## src/rtl/sig_sched_pkg.sv

```systemverilog
// Shared types and helpers for the signature-verifier scheduler: FSM states,
// the in-flight tag record and the saturating counter step.
package sig_sched_pkg;

    localparam int SIG_W  = 32;
    localparam int STAT_W = 16;

    typedef enum logic [1:0] {
        IDLE   = 2'd0,
        ACTIVE = 2'd1,
        DRAIN  = 2'd2
    } state_t;

    typedef struct packed {
        logic       valid;
        logic [2:0] id;
    } tag_t;

    function automatic logic [STAT_W-1:0] sat_inc(input logic [STAT_W-1:0] value);
        return (value == 16'hFFFF) ? value : value + 16'd1;
    endfunction

endpackage

```

## src/rtl/sig_verify_scheduler_if.sv

```systemverilog
// Requester, verifier and result signals of the scheduler; the master side is
// the requesters plus the verifier, the slave side is the scheduler.
interface sig_verify_scheduler_if #(
    parameter int N_REQ = 4
) ();
    import sig_sched_pkg::*;

    localparam int ID_W = $clog2(N_REQ);

    logic [N_REQ-1:0]       req_valid;
    logic [N_REQ*SIG_W-1:0] req_sig;
    logic [N_REQ-1:0]       req_ready;
    logic [SIG_W-1:0]       vf_sig;
    logic                   vf_match;
    logic [N_REQ-1:0]       rsp_valid;
    logic [ID_W-1:0]        rsp_id;
    logic                   rsp_match;

    modport master (
        output req_valid, req_sig, vf_match,
        input  req_ready, vf_sig, rsp_valid, rsp_id, rsp_match
    );

    modport slave (
        input  req_valid, req_sig, vf_match,
        output req_ready, vf_sig, rsp_valid, rsp_id, rsp_match
    );

endinterface

```

## src/rtl/sig_verify_scheduler_rr_arbiter.sv

```systemverilog
// N-way round-robin arbiter: combinational one-hot grant, priority pointer
// moves to the slot after the winner whenever advance is asserted.
module rr_arbiter #(
    parameter int N = 4
) (
    input  logic                 clk,
    input  logic                 rst,
    input  logic                 enable,
    input  logic                 advance,
    input  logic [N-1:0]         req,
    output logic [N-1:0]         grant,
    output logic [$clog2(N)-1:0] grant_idx
);
    localparam int IW = $clog2(N);

    logic [IW-1:0] ptr_r;
    logic          found_s;

    // Search from the pointer upward (wrapping) for the first valid requester.
    always_comb begin
        grant     = {N{1'b0}};
        grant_idx = {IW{1'b0}};
        found_s   = 1'b0;
        for (int k = 0; k < N; k++) begin
            if (enable && !found_s && req[(int'(ptr_r) + k) % N]) begin
                found_s   = 1'b1;
                grant_idx = IW'((int'(ptr_r) + k) % N);
            end else begin
                found_s   = found_s;
            end
        end
        if (found_s) begin
            grant = {{(N-1){1'b0}}, 1'b1} << grant_idx;
        end else begin
            grant = {N{1'b0}};
        end
    end

    // Priority pointer: the slot after the last winner becomes highest priority.
    always_ff @(posedge clk or posedge rst) begin
        if (rst) begin
            ptr_r <= {IW{1'b0}};
        end else if (advance) begin
            ptr_r <= (grant_idx == IW'(N - 1)) ? {IW{1'b0}} : grant_idx + IW'(1);
        end else begin
            ptr_r <= ptr_r;
        end
    end

endmodule

```

## src/rtl/sig_verify_scheduler.sv

```systemverilog
// Shares one signature-verifier pipeline among N_REQ requesters, tagging each
// issued signature so its match result is routed back to the issuer.
module sig_verify_scheduler
    import sig_sched_pkg::*;
#(
    parameter int N_REQ         = 4,
    parameter int MATCH_LATENCY = 2
) (
    input  logic                  clk,
    input  logic                  rst,
    input  logic                  en,
    input  logic                  stat_clr,
    output logic                  busy,
    output logic [STAT_W-1:0]     stat_issued,
    output logic [STAT_W-1:0]     stat_matched,
    sig_verify_scheduler_if.slave bus
);
    localparam int ID_W = $clog2(N_REQ);

    state_t             state_r;
    state_t             state_next_s;
    logic [N_REQ-1:0]   grant_s;
    logic [ID_W-1:0]    grant_idx_s;
    logic               issue_ok_s;
    logic               hs_s;
    logic               inflight_s;
    logic [SIG_W-1:0]   sel_sig_s;
    tag_t               new_tag_s;
    tag_t               tail_s;
    tag_t               tags_r [MATCH_LATENCY+1];
    logic [SIG_W-1:0]   vf_sig_r;
    logic [N_REQ-1:0]   rsp_valid_r;
    logic [ID_W-1:0]    rsp_id_r;
    logic               rsp_match_r;
    logic               busy_r;
    logic [STAT_W-1:0]  issued_r;
    logic [STAT_W-1:0]  matched_r;

    // en gates grants in the same cycle it falls, not only after the state moves.
    assign issue_ok_s = (state_r == ACTIVE) && en;
    assign hs_s       = |grant_s;

    rr_arbiter #(.N(N_REQ)) u_arb (
        .clk       (clk),
        .rst       (rst),
        .enable    (issue_ok_s),
        .advance   (hs_s),
        .req       (bus.req_valid),
        .grant     (grant_s),
        .grant_idx (grant_idx_s)
    );

    assign bus.req_ready = grant_s;
    assign bus.vf_sig    = vf_sig_r;
    assign bus.rsp_valid = rsp_valid_r;
    assign bus.rsp_id    = rsp_id_r;
    assign bus.rsp_match = rsp_match_r;
    assign busy          = busy_r;
    assign stat_issued   = issued_r;
    assign stat_matched  = matched_r;

    // Granted signature, new tag, pipeline tail and in-flight summary.
    always_comb begin
        sel_sig_s       = bus.req_sig[int'(grant_idx_s)*SIG_W +: SIG_W];
        new_tag_s.valid = hs_s;
        new_tag_s.id    = 3'(grant_idx_s);
        tail_s          = tags_r[MATCH_LATENCY];
        inflight_s      = 1'b0;
        for (int k = 0; k <= MATCH_LATENCY; k++) begin
            inflight_s = inflight_s | tags_r[k].valid;
        end
    end

    // State register.
    always_ff @(posedge clk or posedge rst) begin
        if (rst) begin
            state_r <= IDLE;
        end else begin
            state_r <= state_next_s;
        end
    end

    // Next-state logic; DRAIN ignores en so re-entry always passes through IDLE.
    always_comb begin
        state_next_s = state_r;
        case (state_r)
            IDLE: begin
                if (en) begin
                    state_next_s = ACTIVE;
                end else begin
                    state_next_s = IDLE;
                end
            end
            ACTIVE: begin
                if (!en) begin
                    state_next_s = inflight_s ? DRAIN : IDLE;
                end else begin
                    state_next_s = ACTIVE;
                end
            end
            DRAIN: begin
                if (!inflight_s) begin
                    state_next_s = IDLE;
                end else begin
                    state_next_s = DRAIN;
                end
            end
            default: state_next_s = IDLE;
        endcase
    end

    // busy mirrors the state register without a combinational decode.
    always_ff @(posedge clk or posedge rst) begin
        if (rst) begin
            busy_r <= 1'b0;
        end else begin
            busy_r <= (state_next_s != IDLE);
        end
    end

    // Verifier input: granted signature, or zero when nothing is issued.
    always_ff @(posedge clk or posedge rst) begin
        if (rst) begin
            vf_sig_r <= 32'h0;
        end else if (hs_s) begin
            vf_sig_r <= sel_sig_s;
        end else begin
            vf_sig_r <= 32'h0;
        end
    end

    // Tag pipeline shifts every cycle so the tail lines up with vf_match.
    always_ff @(posedge clk or posedge rst) begin
        if (rst) begin
            for (int k = 0; k <= MATCH_LATENCY; k++) begin
                tags_r[k] <= '{valid: 1'b0, id: 3'd0};
            end
        end else begin
            tags_r[0] <= new_tag_s;
            for (int k = 1; k <= MATCH_LATENCY; k++) begin
                tags_r[k] <= tags_r[k-1];
            end
        end
    end

    // Result stage: strobe for one cycle; id and match hold between results.
    always_ff @(posedge clk or posedge rst) begin
        if (rst) begin
            rsp_valid_r <= {N_REQ{1'b0}};
            rsp_id_r    <= {ID_W{1'b0}};
            rsp_match_r <= 1'b0;
        end else if (tail_s.valid) begin
            rsp_valid_r <= {{(N_REQ-1){1'b0}}, 1'b1} << tail_s.id;
            rsp_id_r    <= ID_W'(tail_s.id);
            rsp_match_r <= bus.vf_match;
        end else begin
            rsp_valid_r <= {N_REQ{1'b0}};
        end
    end

    // Saturating statistics; clear wins over a same-cycle increment.
    always_ff @(posedge clk or posedge rst) begin
        if (rst) begin
            issued_r  <= 16'h0;
            matched_r <= 16'h0;
        end else if (stat_clr) begin
            issued_r  <= 16'h0;
            matched_r <= 16'h0;
        end else begin
            if (hs_s) begin
                issued_r <= sat_inc(issued_r);
            end
            if ((|rsp_valid_r) && rsp_match_r) begin
                matched_r <= sat_inc(matched_r);
            end
        end
    end

endmodule

```

## src/flat_wrapper.sv

```systemverilog
// flat-port wrapper written by rule: the top's interface ports become plain ports
module sig_verify_scheduler_flat import sig_sched_pkg::*;
#(
    parameter int N_REQ         = 4,
    parameter int MATCH_LATENCY = 2
)
  (clk, rst, en, stat_clr, busy, stat_issued, stat_matched, bus_req_valid, bus_req_sig, bus_vf_match, bus_req_ready, bus_vf_sig, bus_rsp_valid, bus_rsp_id, bus_rsp_match);
  sig_verify_scheduler_if #(.N_REQ(N_REQ)) bus_i ();
  input  logic clk;
  input  logic rst;
  input  logic en;
  input  logic stat_clr;
  output logic busy;
  output logic [STAT_W-1:0] stat_issued;
  output logic [STAT_W-1:0] stat_matched;
  input wire logic [$bits(bus_i.req_valid)-1:0] bus_req_valid;
  input wire logic [$bits(bus_i.req_sig)-1:0] bus_req_sig;
  input wire logic [$bits(bus_i.vf_match)-1:0] bus_vf_match;
  output wire logic [$bits(bus_i.req_ready)-1:0] bus_req_ready;
  output wire logic [$bits(bus_i.vf_sig)-1:0] bus_vf_sig;
  output wire logic [$bits(bus_i.rsp_valid)-1:0] bus_rsp_valid;
  output wire logic [$bits(bus_i.rsp_id)-1:0] bus_rsp_id;
  output wire logic [$bits(bus_i.rsp_match)-1:0] bus_rsp_match;
  assign bus_i.req_valid = bus_req_valid;
  assign bus_i.req_sig = bus_req_sig;
  assign bus_i.vf_match = bus_vf_match;
  assign bus_req_ready = bus_i.req_ready;
  assign bus_vf_sig = bus_i.vf_sig;
  assign bus_rsp_valid = bus_i.rsp_valid;
  assign bus_rsp_id = bus_i.rsp_id;
  assign bus_rsp_match = bus_i.rsp_match;
  sig_verify_scheduler #(.N_REQ(N_REQ), .MATCH_LATENCY(MATCH_LATENCY)) u_core (.clk(clk), .rst(rst), .en(en), .stat_clr(stat_clr), .busy(busy), .stat_issued(stat_issued), .stat_matched(stat_matched), .bus(bus_i));
endmodule
```

## config.mk

```make
export PLATFORM = sky130hd
export DESIGN_NAME = sig_verify_scheduler_flat
export DESIGN_NICKNAME = d
export VERILOG_FILES = /design/src/rtl/sig_sched_pkg.sv /design/src/rtl/sig_verify_scheduler_if.sv /design/src/rtl/sig_verify_scheduler_rr_arbiter.sv /design/src/rtl/sig_verify_scheduler.sv /design/src/flat_wrapper.sv
export SDC_FILE = /design/constraint.sdc
export NUM_CORES = 1
export LEC_CHECK = 0
export ABC_AREA = 1
export CAP_MARGIN = 20
export CORE_ASPECT_RATIO = 0.8
export CORE_MARGIN = 3
export CORE_UTILIZATION = 50
export CTS_BUF_LIST = sky130_fd_sc_hd__clkbuf_4 sky130_fd_sc_hd__clkbuf_8 sky130_fd_sc_hd__clkbuf_16
export DETAILED_ROUTE_END_ITERATION = 12
export DONT_BUFFER_PORTS = 1
export GPL_ROUTABILITY_DRIVEN = 0
export HOLD_SLACK_MARGIN = 0.02
export PLACE_DENSITY = 0.73
export SYNTH_ARGS = -nofsm -noshare
export SYNTH_HDL_FRONTEND = slang
export SYNTH_SLANG_ARGS = --single-unit
```

## constraint.sdc

```tcl
create_clock -name clk -period 2.6 [get_ports clk]
set_clock_uncertainty 0.1 [all_clocks]
set_input_delay 0.39 -clock clk [delete_from_list [all_inputs] [get_ports clk]]
set_output_delay 0.39 -clock clk [all_outputs]
set_load 0.1 [all_outputs]
```

**Word level (Yosys, flattened, before mapping)**

Cells that the tools add are included.
Widths: inputs -> output; s select.

- Register bits after elaboration: 85
- Output and inout bits: 76

- Add/subtract/negate cells: 6
- Magnitude comparators: 4
- Equal/unequal tests: 7
- Shift-type cells: 3
- Muxes and demuxes: 33
- Bitwise logic cells: 5
- Reductions and logical operators: 23

Operators with widths:

| operator | count |
|---|---|
| $shiftx 128x8->32 | 1 |
| $mux 16 | 6 |
| $add 16x1->16 const B | 2 |
| $eq 16x16->1 const B | 2 |
| $mux 32 | 1 |
| $mux 2 | 7 |
| $lt 3x4->1 const B | 3 |
| $mux 1 | 12 |
| $logic_and 1x1->1 | 9 |
| $bmux 1 s2 | 4 |
| $mux 4 | 2 |
| $reduce_or 4->1 | 2 |
| $shl 1x2->4 const A | 2 |
| $pmux 2 s3 | 1 |
| $reduce_bool 2->1 | 3 |
| $reduce_or 2->1 | 3 |
| $add 2x1->2 const B | 2 |
| $add 2x2->2 const B | 2 |
| $eq 2x2->1 const B | 2 |
| $ne 2x2->1 const B | 2 |
| $reduce_and 2->1 | 2 |
| $and 1x1->1 const A | 3 |
| $logic_not 1->1 | 3 |
| $lt 2x3->1 const B | 1 |
| other kinds (3) | 4 |

**Longest topological paths before layout**

Gate-level depths: netlist (run 1).

- Word-level depth: 21
- Depth in mapped cells: 16
- Mapped depth without buffers: 14

**Hierarchy**

A second synthesis (run 1) with hierarchy kept.

- Cell total of the unflattened synthesis: 711
- Area total of the unflattened synthesis: 5053.6 µm²

Modules (own cells, without submodules):

| module | times used | cells each | area an instance (µm²) |
|---|---|---|---|
| sig_verify_scheduler | 1 | 627 | 4535.6 |
| rr_arbiter | 1 | 84 | 518.0 |

**Worst setup path before layout (run 1)**

OpenSTA, ideal clock, no wires.

- Path type: register -> output
- From: register u_core.u_arb.ptr_r[0]
- To: output port bus_req_ready[0]
- Arrival: 2751 ps
- Data required time: 2110 ps
- Setup slack: -641 ps
- Stages on the path, launching flop included: 14
- Path buffers: 2
- Path through: dfrtp_1 > buf_4 > nand2_1 > nand2_2 > nand2_1 > nand2_1 > nand3_1 > nand2_1 > nand2_1 > o21ai_1 > nor2_4 > inv_4 > buf_4 > nor2_1

- Longest elaborated chain between the ends: 18

RTL lines:

| element | line | RTL |
|---|---|---|
| start, declared | sig_verify_scheduler_rr_arbiter.sv:16 | `logic [IW-1:0] ptr_r;` |
| start signal, assigned | sig_verify_scheduler_rr_arbiter.sv:42 | `ptr_r <= {IW{1'b0}};` |
| start signal, assigned | sig_verify_scheduler_rr_arbiter.sv:44 | `ptr_r <= (grant_idx == IW'(N - 1)) ? {IW{1'b0}} : grant_idx + IW'(1);` |
| start signal, assigned | sig_verify_scheduler_rr_arbiter.sv:46 | `ptr_r <= ptr_r;` |
| parallel branches: the longest is 15 deep, another holds $add 2x1->2 | n/a |  |
| $mux 2 (*) | sig_verify_scheduler_rr_arbiter.sv:25 | `if (enable && !found_s && req[(int'(ptr_r) + k) % N]) begin` |
| via u_core.grant_idx_s[1] | sig_verify_scheduler.sv:23 | `logic [ID_W-1:0] grant_idx_s;` |
| $shl 1x2->4 (*) | sig_verify_scheduler_rr_arbiter.sv:33 | `grant = {{(N-1){1'b0}}, 1'b1} << grant_idx;` |
| $mux 4 (*) | sig_verify_scheduler_rr_arbiter.sv:32 | `if (found_s) begin` |
| end, declared | flat_wrapper.sv:19 | `output wire logic [$bits(bus_i.req_ready)-1:0] bus_req_ready;` |

Mark *: on every way through the listed nets, which the timed path passes. The select of a mux whose other input is x is not followed.

**Worst setup path in the final report (run 1)**

- From: register u_core.u_arb.ptr_r[0]
- To: output port bus_req_ready[2]

- Longest elaborated chain between the ends: 18

RTL lines:

| element | line |
|---|---|
| parallel branches: the longest is 17 deep, another holds $add 2x1->2 | n/a |
| $mux 4 (*) | sig_verify_scheduler_rr_arbiter.sv:32 |

Every way passes the cells marked *. The select of a mux whose other input is x is not followed.

==> results of run 1 <==
worst max-delay path by stage:
| stage | start | depth (start not counted) | endpoint |
|---|---|---|---|
| 6_report | u_core.u_arb.ptr_r[0]$_DFFE_PP0P_ | 14 | bus_req_ready[2] |
| 5_1_grt | u_core.u_arb.ptr_r[0]$_DFFE_PP0P_ | 11 | bus_req_ready[2] |
| 3_3_place_gp | u_core.u_arb.ptr_r[0]$_DFFE_PP0P_ | 13 | bus_req_ready[2] |
| 3_5_place_dp | u_core.u_arb.ptr_r[1]$_DFFE_PP0P_ | 12 | bus_req_ready[2] |
| 2_1_floorplan | u_core.stat_issued[5]$_DFFE_PP0P_ | 11 | u_core.stat_issued[5]$_DFFE_PP0P_ |
| 4_1_cts | u_core.u_arb.ptr_r[0]$_DFFE_PP0P_ | 14 | bus_req_ready[3] |
area by class of cell:
type,count,area (sq um)
Inverter,118,462
Tap cell,140,175
Fill cell,926,4050
Multi-Input combinational cell,524,2580
Sequential cell,85,2130
Clock inverter,6,46.3
Timing Repair Buffer,75,639
Timing Repair inverter,1,7.51
Clock buffer,10,233
per-stage QoR:
step                total power [uW]  std cells  TNS [ps]  hold WS [ps]  cell area, sq um
finish                          8050        959      -237          45.8              6280
detailed placement              6470        926         0           237              5750
CTS                             7910        956         0          32.9              6190
global placement                6350        926         0           233              5750
floorplan                       5770        767     -36.3           231              5360
global route                    8540        959      -781          36.9              6280
state kept, by name, indices dropped and copies added (netlist names), 2 cells and up:
name / cells
u_core.state_r: 2
u_core.u_arb.ptr_r: 2
u_core.bus.rsp_valid: 4
u_core.tags_r: 9
u_core.stat_matched: 16
u_core.stat_issued: 16
u_core.bus.rsp_id: 2
u_core.bus.vf_sig: 32
Yosys cell counts (all sizes together) (2+ instances only):
library cell  number  area share, %
nand4              9            1.2
o31ai              6           0.84
nand3            159             15
ha                 2           0.47
dfrtp             85             40
a31oi              2           0.23
inv              118            8.3
nand3b             2           0.35
a21oi             45            4.2
nor2              38            2.9
buf               34            5.1
nor3              15            1.5
clkbuf             6           0.42
nand2            205             15
o21a               2           0.28
o21ai             23            2.2
xor2               8            1.3
logic make-up after synthesis:
| logic type | share of synthesized area (%) |
|---|---|
| adders and majority gates | 0.469 |
| buffers and inverters | 13.9 |
| and+or+nand+nor | 35.8 |
| muxes | 0.211 |
| xor gates and xnor gates | 1.48 |
| DFF | 39.8 |
| AOI/OAI and AO/OA | 8.34 |
power by group through the flow:
stage,clock network [uW],registers [uW],logic (uW)
CTS,1240,2840,3830
global route,1290,2870,4380
finish,1200,2840,4010
floorplan,0,3190,2580
detailed placement,0,2850,3620
global placement,0,2840,3510
layer usage:
metal | share of wire, % | GRT usage (%) | wire length, um | vias to the layer above
met3 | 9.0 | 7.86 | 1400 | 43
met5 | 0 | 0 | 0 | -
met4 | 2.7 | 7.06 | 423 | 0
met1 | 40 | 31.6 | 6150 | 2546
li1 | - | - | - | 2557
met2 | 49 | 41.4 | 7540 | 265
what timing repair did:
action,4_1_cts,5_1_grt
setup endpoints to repair,4,17
hold buffers,2,0
buffers inserted,11,2
gates cloned,1,1
pin swaps,9,5
resized for setup,19,17
endpoints found under the hold margin,43,0
==> metrics.cfg, run 1 <==
[synth]
ys_seq_area_share_pct = 39.8
async_flop_share_pct = 100
netlist_instances = 767
syn_area_per_cell_sq_um = 6.96
synth_enable_flop_cells = 0
yosysWarnings = 0
synthFlopType = dfrtp_1
synth_nets = 906
synth_cell_types = 38
syn_area_sq_mm = 0.00534
synth_seq_cells = 85

[timing]
finalSetupViolations = 4
fmax_mhz = 372
timing.slew.headroom_pct = 36.9
setup_slack_ps = -89.9
fin_crit_sh_pct = 103
final-hold-violation-count = 0
final-max-slew-violation-count = 0
worst_pin_slew_ps = 946
rsz0062_at_grt = true
period_minus_slack_ps = 2690

[hold_path]
hold-path-endpoint = u_core.stat_matched[13]$_DFFE_PP0P_
hold_class = in2reg
hold_start = stat_clr
hold_path_depth = 1

[routing]
vias = 5411
drc = 0
drt_iter0_markers = 447
wl_um = 15500
via_per_inst = 5.64
dr.pass1.iters = 6
ant_nets = 0
wl_per_cell_um = 16.2

[pwr]
switching_share_pct = 56.4
clockPowerShare_pct = 14.9
p_switching_uw = 4550
p_comb_share_pct = 49.8
p_per_area_mw_per_mm2 = 1280
internal_power_uw = 3510
ir_worst_vdd_v = 0.000806
seq_power_share_pct = 35.3
leakagePower_uw = 0.00322

[floorplanning]
initial_utilization_pct = 51.7
die_w_um = 122
dieHeight_um = 98.4
die-area_sq_mm = 0.0120
num_rows = 33
ios = 213
coreArea_sq_mm = 0.0103

[clocking]
clk_pin_slew_ps = 70
cts_made_buffers = 9
htreeDepth = 3
cts_sinks = 85
clockBufferDepth = 2
cts_root_buffer = clkbuf_16
clk_latency_ps = 330
cts_tree = done

[global_route]
grt_max_degree = 65
antenna_found_initial = 0
grt_remaining_overflow = 0
grt_pass1_vias = 5135
grtUsageTotal_pct = 25.0
grt_pass1_wl_um = 24300

[critical_path]
r2r.worst_path.cells = 14
cp-end-kind = primary output
reg2reg_to = u_core.bus.vf_sig[24]$_DFF_PP0_
critPathSlowestCell = dfrtp_2
worstPathCellList = clkinvlp_4 -> nand2_1 -> nand2_2 -> nand2_2 -> nand2_4 -> nand3_2 -> nand2_1 -> nand2_1 -> o21ai_2 -> nor2_4 -> inv_4 -> nand2_4 -> clkinvlp_4 -> buf_12
crit_fanout = 5
max_stage_delay_ps = 480
crit_family = simple AND/OR/NAND/NOR gates
regToRegSetupSlack_ps = 140
cp_common_cell = nand2_1
cp_num_buf_inv = 4
reg2reg_from = u_core.u_arb.ptr_r[0]$_DFFE_PP0P_
worst-endpoint-required_ps = 2110
worst_ep_arrival_time_ps = 2200
cp-start-kind = flop
critPathKind = reg2out

[run]
drv_cap = 0

[cells_and_area]
layout_common_cells = nand2_1, nand3_1, inv_1
antennaDiodeCount = 0
layout.cells.most_common = nand2_1
fin_nets = 953
drive_gt1_share_pct = 17.2
area_growth_syn_to_layout_pct = 17.6
final_util_pct = 60.8

[status]
violations = negative setup slack
status = complete, but fails checks

[place]
io_buffers = 0
dp_hpwl_um = 10900
dpl_worst_slack_ps = 114

Power figures use the tool's default switching activity.
==> run 2: changes to the inputs <==
- PLACE_DENSITY: 0.73 -> 0.7
- clock period: 2.6 -> 2.8 ns (I/O delays scaled with it)
==> run 2 against run 1 <==
  * The run now ends clean
  * Die area unchanged
  * Combinational power decreased by 15%
  * Non-clock buffer count decreased by 13
  * Critical path type unchanged
  * Highest routed layer unchanged
  * Setup slack improved by 170 ps
  * Largest power group unchanged
  * Clock-buffer cell count increased by 3
==> metrics.cfg, run 2 (same netlist as run 1, synthesis figures left out) <==
[status]
status = finished clean

[clocking]
htreeDepth = 3  ; unchanged
cts_tree = done
cts_sinks = 85  ; unchanged
cts_root_buffer = clkbuf_16
clk_latency_ps = 340  ; about the same
clockBufferDepth = 2  ; unchanged
cts_made_buffers = 9  ; unchanged
clk_pin_slew_ps = 60  ; about the same

[routing]
vias = 5207  ; -3.8%
dr.pass1.iters = 5  ; -1
wl_per_cell_um = 15.8  ; -2.6%
wl_um = 14900  ; -4.1%
drc = 0  ; unchanged
via_per_inst = 5.51  ; -2.3%
ant_nets = 0  ; unchanged
drt_iter0_markers = 374  ; -16%

[place]
io_buffers = 0  ; unchanged
dpl_cell_area_sq_mm = 0.00571  ; -0.70%
dpl_worst_slack_ps = 314  ; +200 ps
dp_hpwl_um = 10900  ; +0.13%

[cells_and_area]
layout.cells.most_common = nand2_1
antennaDiodeCount = 0  ; unchanged
area_growth_syn_to_layout_pct = 15.3
layout_common_cells = nand2_1, nand3_1, inv_1
drive_gt1_share_pct = 13.2  ; -4.0 points
finalInstanceArea_sq_mm = 0.00615  ; -2.0%
largest_reg_flops = 32  ; unchanged
fin_nets = 939  ; -1.5%

[floorplanning]
die-area_sq_mm = 0.0120  ; unchanged
num_rows = 33  ; unchanged
ios = 213  ; unchanged
die_w_um = 122  ; unchanged
initial_utilization_pct = 51.7  ; unchanged
coreArea_sq_mm = 0.0103  ; unchanged
dieHeight_um = 98.4  ; unchanged

[pwr]
ir_worst_vdd_v = 0.000674  ; -16%
switching_share_pct = 54.8  ; -1.7 points
clockPowerShare_pct = 17.5  ; +2.6 points
p_switching_uw = 4060  ; -11%
p_per_area_mw_per_mm2 = 1210  ; -6.1%
leakagePower_uw = 0.00320  ; -0.69%
p_comb_share_pct = 46.0  ; -3.8 points
seq_power_share_pct = 36.5  ; +1.2 points
internal_power_uw = 3360  ; -4.4%

[hold_path]
hold_class = in2reg

[run]
drv_cap = 0  ; unchanged

[global_route]
grt_use_met2_pct = 38.5  ; -2.9 points
antenna_found_initial = 0  ; unchanged
grt_max_degree = 65  ; unchanged
grt-busiest-layer = met2
grt_pass1_wl_um = 23600  ; -2.6%
grtUsageTotal_pct = 24.5  ; -0.51 points
grt_remaining_overflow = 0  ; unchanged
grt_use_met3_pct = 6.71  ; -1.1 points
grt_pass1_vias = 4888  ; -4.8%
met1_usage_pct = 32.5  ; +0.88 points

[timing]
timing.slew.headroom_pct = 37.3  ; +0.38 points
fmax_mhz = 367
finalSetupViolations = 0  ; -4
fin_crit_sh_pct = 97.2
whs_ps = 41.6  ; -4.20 ps
worst_pin_slew_ps = 940  ; -5.72 ps
final-max-slew-violation-count = 0  ; unchanged
final-hold-violation-count = 0  ; unchanged
period_minus_slack_ps = 2720
setup_slack_ps = 77.5  ; +167 ps

[critical_path]
worstPathCellList = clkinv_4 -> nand2_1 -> nand2_2 -> nand2_1 -> nand2_1 -> nand4_1 -> o21ai_2 -> nor2_4 -> clkinv_4 -> nand2_1 -> inv_2 -> buf_12
worst_ep_arrival_time_ps = 2200  ; about the same
critPathSlowestCell = dfrtp_2
cp_common_cell = nand2_1
cp-start-kind = flop
cp-end-kind = primary output
critPathKind = reg2out
crit_fanout = 13  ; +8
crit_family = simple AND/OR/NAND/NOR gates
worst-endpoint-required_ps = 2280  ; +170 ps
cp_num_buf_inv = 4  ; unchanged
max_stage_delay_ps = 440  ; -40 ps

## run 2: changes by cell type in the layout (fill, tap and decap cells not counted), sizes merged
cell and delta:
clkinv +2, bufinv +2, clkbuf +3, clkinvlp -6
buf -13, inv -2
## run 2: through the flow
step	setup TNS [ps]	util (%)	total power, uW	cells
6_report	0	59.6	7420	945
5_1_grt	-102	59.6	7890	945
4_1_cts	0	58.8	7330	937
3_5_place_dp	0	55.3	5970	919
3_3_place_gp	0	55.3	5890	919
2_1_floorplan	0	-	5350	767
## run 2: worst paths after layout
check	from	cells past startpoint	endpoint	slack (ps)
hold reg to reg	u_core.tags_r[8]$_DFF_PP0_	0	u_core.tags_r[4]$_DFF_PP0_	250
min in group asynchronous	rst	2	u_core.bus.vf_sig[26]$_DFF_PP0_	510
max in group asynchronous	rst	3	u_core.bus.vf_sig[12]$_DFF_PP0_	1410
setup reg to reg	u_core.u_arb.ptr_r[0]$_DFFE_PP0P_	13	u_core.bus.vf_sig[13]$_DFF_PP0_	360
hold / removal	stat_clr	1	u_core.stat_issued[3]$_DFFE_PP0P_	40
setup / recovery	u_core.u_arb.ptr_r[0]$_DFFE_PP0P_	12	bus_req_ready[2]	80
## run 2: layout make-up
type	instances	area (sq um)
tap	140	175
inverter	118	457
clock inverter	3	68.8
timing repair buffer	62	559
clock buffer	13	262
sequential	85	2130
fill	964	4170
multi-input combinational	524	2500
## run 2: power groups by stage
| stage | sequential [uW] | clock [uW] | combinational, uW |
|---|---|---|---|
| finish | 2700 | 1300 | 3420 |
| global route | 2730 | 1390 | 3760 |
| CTS | 2700 | 1340 | 3290 |
| detailed placement | 2720 | 0 | 3250 |
| global placement | 2720 | 0 | 3170 |
| floorplan | 2960 | 0 | 2390 |
## run 2: per-layer routing
layer / up-vias / routed length, um
met5: - / 0
met4: 0 / 406
met3: 30 / 1250
met2: 247 / 7110
met1: 2405 / 6120
li1: 2525 / -
## run 2: repair_timing
item                                    CTS  global route
cloned                                    0             1
pin swaps                                 1             4
hold buffers                              1             1
resized for setup                         4            10
setup buffers                             1             6
hold endpoints to repair                 35             1
endpoints found under the setup margin    3             4
==> run 3: changes to the inputs <==
- CAP_MARGIN: 20 -> 40
- CORE_UTILIZATION: 50 -> 43
- DONT_BUFFER_PORTS: 1 -> unset
- PLACE_DENSITY: 0.7 -> 0.86
- SYNTH_HIERARCHICAL: unset -> 1
==> run 3 against run 2 <==
  * The run now ends with negative setup slack left
  * Wire length grew 23%
  * Sequential power shrank 35%
  * Synthesized area shrank 5.3%
  * Global-route usage grew 0.41 points
  * Fmax shrank 14%
  * Critical path depth grew 9
  * Register-to-register slack lost 720 ps
  * Setup slack lost 440 ps
  * Combinational power grew 81%
  * Non-clock buffer count grew 212
  * Largest cell class unchanged
==> metrics.cfg, run 3 <==
[status]
status = complete, but fails checks
violations = negative setup slack

[cells_and_area]
drive_gt1_share_pct = 27.8  ; +15 points
fin_nets = 1112  ; +18%
area_growth_syn_to_layout_pct = 70.7
antennaDiodeCount = 0  ; unchanged
multi_input_area_sq_mm = 0.00306  ; +22%
stdcell_count = 1118  ; +18%
layout.cells.most_common = nor2_1
layout_common_cells = nor2_1, clkdlybuf4s50_1, nand2_1
largest_reg_flops = 32  ; unchanged
regArea_sq_mm = 0.00213  ; unchanged
fill_cells = 818  ; -15%
finalInstanceArea_sq_mm = 0.00863  ; +40%

[critical_path]
r2r.worst_path.cells = 21  ; +8
crit_fanout = 8  ; -5
regToRegSetupSlack_ps = -360  ; -720 ps
startpoint = u_core/u_arb/ptr_r[0]$_DFFE_PP0P_
critPathKind = reg2reg
cp-end-kind = flop
reg2reg_to = u_core/u_arb/ptr_r[1]$_DFFE_PP0P_
reg2reg_from = u_core/u_arb/ptr_r[0]$_DFFE_PP0P_
cp-start-kind = flop
worst_ep_arrival_time_ps = 3270  ; +1070 ps
worst-endpoint-required_ps = 2900  ; +620 ps

[floorplanning]
initial_utilization_pct = 45.2  ; -6.6 points
coreArea_sq_mm = 0.0112  ; +8.4%
num_rows = 34  ; +3.0%
ios = 213  ; unchanged
die-area_sq_mm = 0.0131  ; +9.5%
die_w_um = 127  ; +4.7%
dieHeight_um = 103  ; +4.6%

[synth]
ys_seq_area_share_pct = 42.1  ; +2.2 points
synth_seq_cells = 85  ; unchanged
async_flop_share_pct = 100  ; unchanged
synthFlopType = dfrtp_1
synth_common_cells = nor2_1, nand2_1, dfrtp_1, o21ai_0, inv_1
synth_largest_area_cell = dfrtp_1
synth.most_common_cell = nor2_1
synth_top_area_share_pct = 42.1  ; +2.2 points
synth_cell_types = 38  ; unchanged
synth_area_leaders = dfrtp_1, nor2_1, nand2_1, o21ai_0, inv_1
yosysWarnings = 6  ; +6
synth_enable_flop_cells = 0  ; unchanged
synth_nets = 854  ; -5.7%
netlist_instances = 711  ; -7.3%
syn_area_per_cell_sq_um = 7.11  ; +2.1%
syn_area_sq_mm = 0.00505  ; -5.3%

[hold_path]
hold_class = in2async

[routing]
vias = 5764  ; +11%
wl_um = 18300  ; +23%
wl_per_cell_um = 16.3  ; +3.7%
via_per_inst = 5.16  ; -6.4%
drt_iter0_markers = 452  ; +21%
ant_nets = 0  ; unchanged
dr.pass1.iters = 5  ; unchanged
drc = 0  ; unchanged

[timing]
worst_pin_slew_ps = 493  ; -447 ps
rsz0062_at_grt = true
final-hold-violation-count = 0  ; unchanged
period_minus_slack_ps = 3160  ; +441 ps
setup_slack_ps = -363  ; -441 ps
final-max-slew-violation-count = 0  ; unchanged
timing.slew.headroom_pct = 67.0  ; +30 points
finalSetupViolations = 55  ; +55
fin_crit_sh_pct = 113  ; +16 points
fmax_mhz = 316  ; -14%

[pwr]
p_per_area_mw_per_mm2 = 1070  ; -11%
leakagePower_uw = 0.00403  ; +26%
ir_worst_vdd_v = 0.000743  ; +10%

[place]
io_buffers = 212  ; +212
dpl_cell_area_sq_mm = 0.00745  ; +31%
dp.cells = 1068  ; +16%
dp_hpwl_um = 11800  ; +7.3%

[global_route]
antenna_found_initial = 0  ; unchanged
grt_remaining_overflow = 0  ; unchanged
grt_pass1_wl_um = 26000  ; +10%
met1_usage_pct = 29.9  ; -2.6 points
grt_use_met3_pct = 6.78  ; +0.071 points
grt_pass1_vias = 5271  ; +7.8%
grtUsageTotal_pct = 24.9  ; +0.41 points
grt-busiest-layer = met2
grt_max_degree = 61  ; -6.2%
grt_use_met2_pct = 43.2  ; +4.7 points

[clocking]
cts_tree = done
htreeDepth = 3  ; unchanged
clockBufferDepth = 2  ; unchanged
cts_root_buffer = clkbuf_16
clk_pin_slew_ps = 60  ; about the same
clk_latency_ps = 340  ; about the same
cts_hold_buf = 0  ; -1
cts_made_buffers = 9  ; unchanged
cts_sinks = 85  ; unchanged

[run]
drv_cap = 0  ; unchanged

run 3: changes by cell type in the layout (fill, tap and decap cells not counted), moves of 30 or more:
cell / delta
clkdlybuf4s50_1: +134
inv_1: -73
nor2_1: +135
o21ai_0: +50
nand2_1: -83
nand3_1: -130
nand2_4: +30
buf_4: +59
run 3: report_power, final:
part | leakage (uW) | internal, uW | switching, uW
Clock | 0.000160 | 786 | 511
Combinational | 0.00272 | 1970 | 4210
Sequential | 0.00115 | 1550 | 201
Total | 0.00403 | 4310 | 4920
run 3: worst max-delay path: stages (launching register included):
cell and delay, ps:
dfrtp_2 410, buf_12 150, inv_16 60, nand2_2 80, nand3_2 110, nand2_4 150
nand2_1 100, o21ai_1 210, nand2_1 160, nand3_4 180, inv_4 70, ha_4 160
nand2_4 70, clkinvlp_4 90, buf_4 130, buf_4 130, inv_4 50, nand3_4 110
buf_6 160, buf_4 130, nand2_1 80, o21ai_0 100
run 3: timing repair:
action | CTS | global route
gates resized for setup | 39 | 81
buffers inserted | 25 | 9
pin swaps | 14 | 27
setup endpoints to repair | 5 | 55
gates cloned | 2 | 3
run 3: final cells by class:
| class | instances | share of cell area, % |
|---|---|---|
| Tap cell | 144 | 2.09 |
| Sequential cell | 85 | 24.7 |
| Timing Repair Buffer | 274 | 31.0 |
| Clock inverter | 7 | 1.12 |
| Clock buffer | 9 | 2.61 |
| Inverter | 54 | 2.99 |
| Multi-Input combinational cell | 545 | 35.5 |
run 3: metal layers:
layer	part of all wire, %	wire (um)
met5	0	0
met4	3.2	585
met3	7.2	1310
met2	51	9360
met1	38	7010
run 3: how the worst max path moves through the flow:
stage | end | slack, ps | cells past startpoint
CTS | bus_req_ready[3] | -150 | 16
detailed placement | u_core/bus.vf_sig[15]$_DFF_PP0_ | -350 | 14
floorplan | u_core/stat_issued[2]$_DFFE_PP0P_ | -200 | 22
finish | u_core/u_arb/ptr_r[1]$_DFFE_PP0P_ | -360 | 21
global route | bus_req_ready[1] | -420 | 15
global placement | u_core/bus.vf_sig[0]$_DFF_PP0_ | -270 | 14
run 3: metrics by stage:
step | utilization [%] | setup slack (ps) | TNS [ps] | hold WS (ps) | total power (uW)
after global placement | 66.6 | -272 | -11680 | 233 | 6710
after CTS | 73.0 | -149 | -1090 | 183 | 8540
final | 77.1 | -363 | -14960 | 198 | 9230
after global routing | 77.1 | -418 | -18250 | 205 | 9640
after detailed placement | 66.6 | -348 | -14470 | 237 | 6790
after floorplan | - | -197 | -8060 | 61.2 | 5350
run 3: cell families after synthesis:
logic type               share of synthesized area, %
buffers and inverters                            7.06
flip-flops                                       42.1
AND/OR/NAND/NOR                                  33.4
XOR/XNOR                                         2.25
AO/OA/AOI/OAI                                    13.5
multiplexers                                    0.223
adder cells (fa/ha/maj)                          1.49
